`config.mk`:
```
export PLATFORM = sky130hd
export DESIGN_NAME = fact_bus_if_flat
export DESIGN_NICKNAME = d
export VERILOG_FILES = /design/src/rtl/fact_bus_if_if.sv /design/src/rtl/fact_bus_if.sv /design/src/flat_wrapper.sv
export SDC_FILE = /design/constraint.sdc
export NUM_CORES = 1
export LEC_CHECK = 0
export BUFFER_PORTS_ARGS = -buffer_cell sky130_fd_sc_hd__buf_2
export CAP_MARGIN = 25
export CORE_MARGIN = 10
export CORE_UTILIZATION = 49
export CTS_BUF_LIST = sky130_fd_sc_hd__clkbuf_4
export DETAILED_ROUTE_END_ITERATION = 8
export GPL_TIMING_DRIVEN = 0
export PLACE_DENSITY_LB_ADDON = 0.12
export SLEW_MARGIN = 20
export SYNTH_ARGS = -nofsm -noshare
export SYNTH_HDL_FRONTEND = slang
export SYNTH_SLANG_ARGS = --single-unit
export TNS_END_PERCENT = 1
```
`constraint.sdc`:
```
create_clock -name clk -period 2.5 [get_ports clk]
set_clock_uncertainty 0.05 [all_clocks]
set_input_delay 0.125 -clock clk [delete_from_list [all_inputs] [get_ports clk]]
set_output_delay 0.125 -clock clk [all_outputs]
set_load 0.01 [all_outputs]
```
`src/rtl/fact_bus_if_if.sv`:
```
// ============================================================================
//  Module   : fact_bus_if_if
//  Purpose  : Register bus bundle between a bus master and fact_bus_if.
//  Revision : 1.0  initial release
// ============================================================================
`default_nettype none

interface fact_bus_if_if;
    logic        we;
    logic [1:0]  a;
    logic [31:0] wd;
    logic [31:0] rd;

    modport master (output we, output a, output wd, input rd);
    modport slave  (input we, input a, input wd, output rd);
endinterface

`default_nettype wire

```
`src/rtl/fact_bus_if.sv`:
```
// ============================================================================
//  Module   : fact_bus_if
//  Purpose  : Bus register front-end that launches a factorial core and
//             captures its result and status.
//  Revision : 1.0  initial release
// ============================================================================
`default_nettype none

module fact_bus_if (
    input  wire logic        clk,
    input  wire logic        rst,
    fact_bus_if_if.slave     bus,
    output      logic [3:0]  n_out,
    output      logic        go_out,
    input  wire logic        done_in,
    input  wire logic        error_in,
    input  wire logic [31:0] result_in
);

    typedef enum logic [1:0] {
        S_IDLE  = 2'd0,
        S_START = 2'd1,
        S_RUN   = 2'd2,
        S_CAPT  = 2'd3
    } state_t;

    localparam logic [1:0] c_A_N      = 2'd0;
    localparam logic [1:0] c_A_GO     = 2'd1;
    localparam logic [1:0] c_A_STATUS = 2'd2;

    state_t      state_q;
    logic [3:0]  n_q;
    logic [31:0] result_q;
    logic        done_q;
    logic        err_q;
    logic        go_q;
    logic        w_busy;

    assign w_busy = (state_q != S_IDLE);
    assign n_out  = n_q;
    assign go_out = go_q;

    // go_q is raised on the same edge that enters START, so it is high
    // exactly while the FSM sits in START.
    always_ff @(posedge clk) begin
        if (rst) begin
            state_q  <= S_IDLE;
            n_q      <= 4'd0;
            result_q <= 32'd0;
            done_q   <= 1'b0;
            err_q    <= 1'b0;
            go_q     <= 1'b0;
        end else begin
            go_q <= 1'b0;
            case (state_q)
                S_IDLE: begin
                    if (bus.we && bus.a == c_A_N) begin
                        n_q <= bus.wd[3:0];
                    end
                    if (bus.we && bus.a == c_A_GO && bus.wd[0]) begin
                        done_q  <= 1'b0;
                        err_q   <= 1'b0;
                        go_q    <= 1'b1;
                        state_q <= S_START;
                    end
                end
                S_START, S_RUN: begin
                    if (error_in) begin
                        err_q    <= 1'b1;
                        done_q   <= 1'b1;
                        result_q <= 32'd0;
                        state_q  <= S_IDLE;
                    end else if (state_q == S_START) begin
                        state_q <= S_RUN;
                    end else if (done_in) begin
                        state_q <= S_CAPT;
                    end
                end
                S_CAPT: begin
                    result_q <= result_in;
                    done_q   <= 1'b1;
                    state_q  <= S_IDLE;
                end
                default: state_q <= S_IDLE;
            endcase
        end
    end

    // Reads come straight from registers, so a read coinciding with a write
    // returns the value held before that write.
    always_comb begin
        bus.rd = result_q;
        case (bus.a)
            c_A_N:      bus.rd = {28'd0, n_q};
            c_A_GO:     bus.rd = {31'd0, w_busy};
            c_A_STATUS: bus.rd = {29'd0, w_busy, err_q, done_q};
            default:    bus.rd = result_q;
        endcase
    end

endmodule

`default_nettype wire

```
`src/flat_wrapper.sv`:
```
// flat-port wrapper written by rule: the top's interface ports become plain ports
module fact_bus_if_flat 
  (clk, rst, n_out, go_out, done_in, error_in, result_in, bus_we, bus_a, bus_wd, bus_rd);
  fact_bus_if_if bus_i ();
  input  wire logic clk;
  input  wire logic rst;
  output      logic [3:0] n_out;
  output      logic go_out;
  input  wire logic done_in;
  input  wire logic error_in;
  input  wire logic [31:0] result_in;
  input wire logic [$bits(bus_i.we)-1:0] bus_we;
  input wire logic [$bits(bus_i.a)-1:0] bus_a;
  input wire logic [$bits(bus_i.wd)-1:0] bus_wd;
  output wire logic [$bits(bus_i.rd)-1:0] bus_rd;
  assign bus_i.we = bus_we;
  assign bus_i.a = bus_a;
  assign bus_i.wd = bus_wd;
  assign bus_rd = bus_i.rd;
  fact_bus_if u_core (.clk(clk), .rst(rst), .bus(bus_i), .n_out(n_out), .go_out(go_out), .done_in(done_in), .error_in(error_in), .result_in(result_in));
endmodule
```
==> impl_metrics.yaml <==
status:
  status: "completed"
detailed_routing:
  vias: 2004
  ant_nets: 0
  first_pass_iters: 5
  drt_iter0_drc: 116
  wire_per_inst_um: 16.4
  drc: 0
  routed_wl_um: 6070
  routed_via_density: 5.42
global_routing:
  grt_max_degree: 13
  antenna_found_initial: 0
  grt_pass1_wl_um: 9430
  use_met1: 0.199
  grt_busiest_layer: "met2"
  grt_pass1_vias: 2079
  grt_overflow: 0
  grtUsageTotal: 0.173
  met3_usage: 0.0593
  use_met2: 0.297
critical_path:
  startpoint_type: "flip-flop"
  worstPathBufferInverterCount: 3
  cp_slowest_cell: "mux4_2"
  crit_chain: "inv_1, ha_1, inv_1, mux4_2, buf_2"
  critical_path_required_ns: 2.33
  cp_top_family: "multiplexers"
  path_common_cell: "inv_1"
  path_class: "reg -> out"
  crit_fanout: 7
  critPathArrivalTime_ns: 1.75
  max_stage_delay_ns: 0.44
  end_kind: "output port"
power:
  vdd_ir_drop_max_v: 0.000471
  power_w: 0.00151
  leakage_nw: 1.35
  power_density_nw_per_um2: 554
timing:
  rsz0062_at_grt: "no"
  whs_ns: 0.00608
  tns_ns: 0
  clock.fmax_mhz: 520
  finalMaxSlewViolations: 0
  hold_viol: 0
  period_share: 0.770
  relSlewSlack: 0.676
  setup_viol: 0
  final.min_clock_period_ns: 1.92
  worst_slew_pin_slew_ns: 0.486
synthesis:
  yosysUniqueCellTypes: 32
  syn_avg_cell_area_um2: 9.19
  synth-xor-area-share: 0
  synth-compound-area-share: 0.209
  synth_fa_ha_area_frac: 0.0259
  syn-cell-area_um2: 1930
  yosys.area_share.simple: 0.227
  synthCells: 210
  syn_nets: 285
  synth_mux_area_frac: 0.0350
  synth_top_family_by_area: "simple AND/OR/NAND/NOR gates"
  yosysWarnings: 0
  ys_seq_area_frac: 0.425
  ys_seq_elements: 41
placed_design:
  hpwl_um: 4140
  io_buffers: 77
  gp_congestion: 0.792
  post_dp_cell_area_um2: 2380
job:
  cap_viol_max_count: 0
die:
  dieArea_um2: 6850
  initial_core_util: 0.516
  ioPinCount: 108
  die-height_um: 82.8
  die_w_um: 82.8
  core_area_um2: 3740
  rows: 22
clock_tree:
  cts.repair.resized: 0
  clock_sinks: 41
  numCtsBuffers: 5
  cts_tree: "done"
  cts_root_buffer: "clkbuf_4"
  clk_path_buf_depth: 2
  insertion_delay_ns: 0.34
  htree_num_levels: 2
  path_clk_slew_ns: 0.11
finish:
  final_util: 0.728
  fin_nets: 396
  design_area_um2: 2730
  layout-drive-gt1-share: 0.342
  area_growth_pct: 41.2
  num_antenna_cells: 0
min_path:
  min_path_type: "in -> reg"
path summary, 6_finish.rpt:
check | start | end | slack, ns | cells past startpoint
hold / removal | result_in[27] | u_core.result_q[27] | 0.006 | 3
setup / recovery | u_core.state_q[1] | bus_rd[0] | 0.58 | 5
setup reg to reg | u_core.state_q[0] | u_core.result_q[8] | 0.70 | 6
hold reg to reg | u_core.done_q | u_core.done_q | 0.42 | 2
tightest hold or removal path: cells and delay by family:
family	cells	cell delay [ns]
buf+inv	1	0.07
simple gates	1	0.08
compound gates	1	0.08
cell usage in the layout (no fill, tap or decap), types with 2 or more instances in the layout:
master / netlist / layout
buf_2: 15 / 92
a21oi_1: 4 / 4
ha_1: 4 / 4
inv_1: 4 / 4
mux2i_1: 2 / 2
a32oi_1: 32 / 32
dfxtp_1: 41 / 41
nor3b_1: 2 / 2
and3_1: 28 / 28
nand2b_1: 3 / 3
o21ai_1: 6 / 6
dlygate4sd3_1: 0 / 27
buf_6: 3 / 3
nor2_1: 36 / 36
o2bb2ai_1: 2 / 2
nand2_1: 7 / 7
clkbuf_1: 5 / 5
clkbuf_4: 0 / 6
metrics by stage:
| step | worst slack (ns) | instances |
|---|---|---|
| final | 0.576 | 370 |
| after global routing | 0.444 | 370 |
| after CTS | 0.555 | 370 |
| after detailed placement | 0.758 | 335 |
| after global placement | 0.765 | 335 |
| after floorplan | 0.962 | 210 |
power breakdown:
group	internal, W	switching (W)
clock	0.000219	0.000203
sequential	0.000675	0.0000154
combinational	0.000178	0.000219
total	0.00107	0.000438
synth_stat cells (all sizes together):
cell / count / area (um2)
a21bo: 1 / 10.0
a22o: 1 / 8.76
buf: 19 / 116
a211oi: 1 / 12.5
mux2: 1 / 11.3
nand3b: 1 / 7.51
dfxtp: 41 / 821
and2: 1 / 6.26
ha: 4 / 50.1
o21ai: 6 / 30.0
o2bb2ai: 2 / 17.5
a32oi: 32 / 280
and4bb: 1 / 12.5
and3: 28 / 175
nor3: 1 / 5.00
mux4: 1 / 22.5
o21bai: 1 / 7.51
nor2: 36 / 135
a21oi: 5 / 28.8
a211o: 1 / 8.76
inv: 4 / 15.0
nand2b: 3 / 18.8
mux2i: 3 / 33.8
nor3b: 3 / 27.5
clkbuf: 5 / 18.8
nand2: 7 / 26.3
nand4b: 1 / 23.8
registers in the layout, summed over array words and instances, names as in the netlist:
name and flops:
u_core.done_q 1, u_core.err_q 1, u_core.go_out 1, u_core.n_out 4, u_core.result_q 32, u_core.state_q 2
area by class of cell:
type	count	area, um2
plain buffers	24	135
inverters	4	15.0
well taps	48	60.1
fillers	308	1020
clock inverters	2	33.8
flip-flops and latches	41	821
repair buffers	104	656
multi-input cells	141	960
clock buffers	6	45.0
cells by family after synthesis:
kind of cell,count (synthesis)
AND/OR/NAND/NOR,82
AO/OA/AOI/OAI,50
flip-flops,41
buffers and inverters,28
multiplexers,5
adder cells (fa/ha/maj),4
timing repair:
action,4_1_cts,5_1_grt
hold buffers,27,0
endpoints found under the hold margin,27,0
buffers inserted,0,0
layer usage:
layer / up-vias / routed length, um
li1: 998 / -
met1: 908 / 2580
met2: 88 / 2890
met3: 10 / 518
met4: 0 / 87
met5: - / 0
No activity file was read; power rests on OpenSTA's default activity.
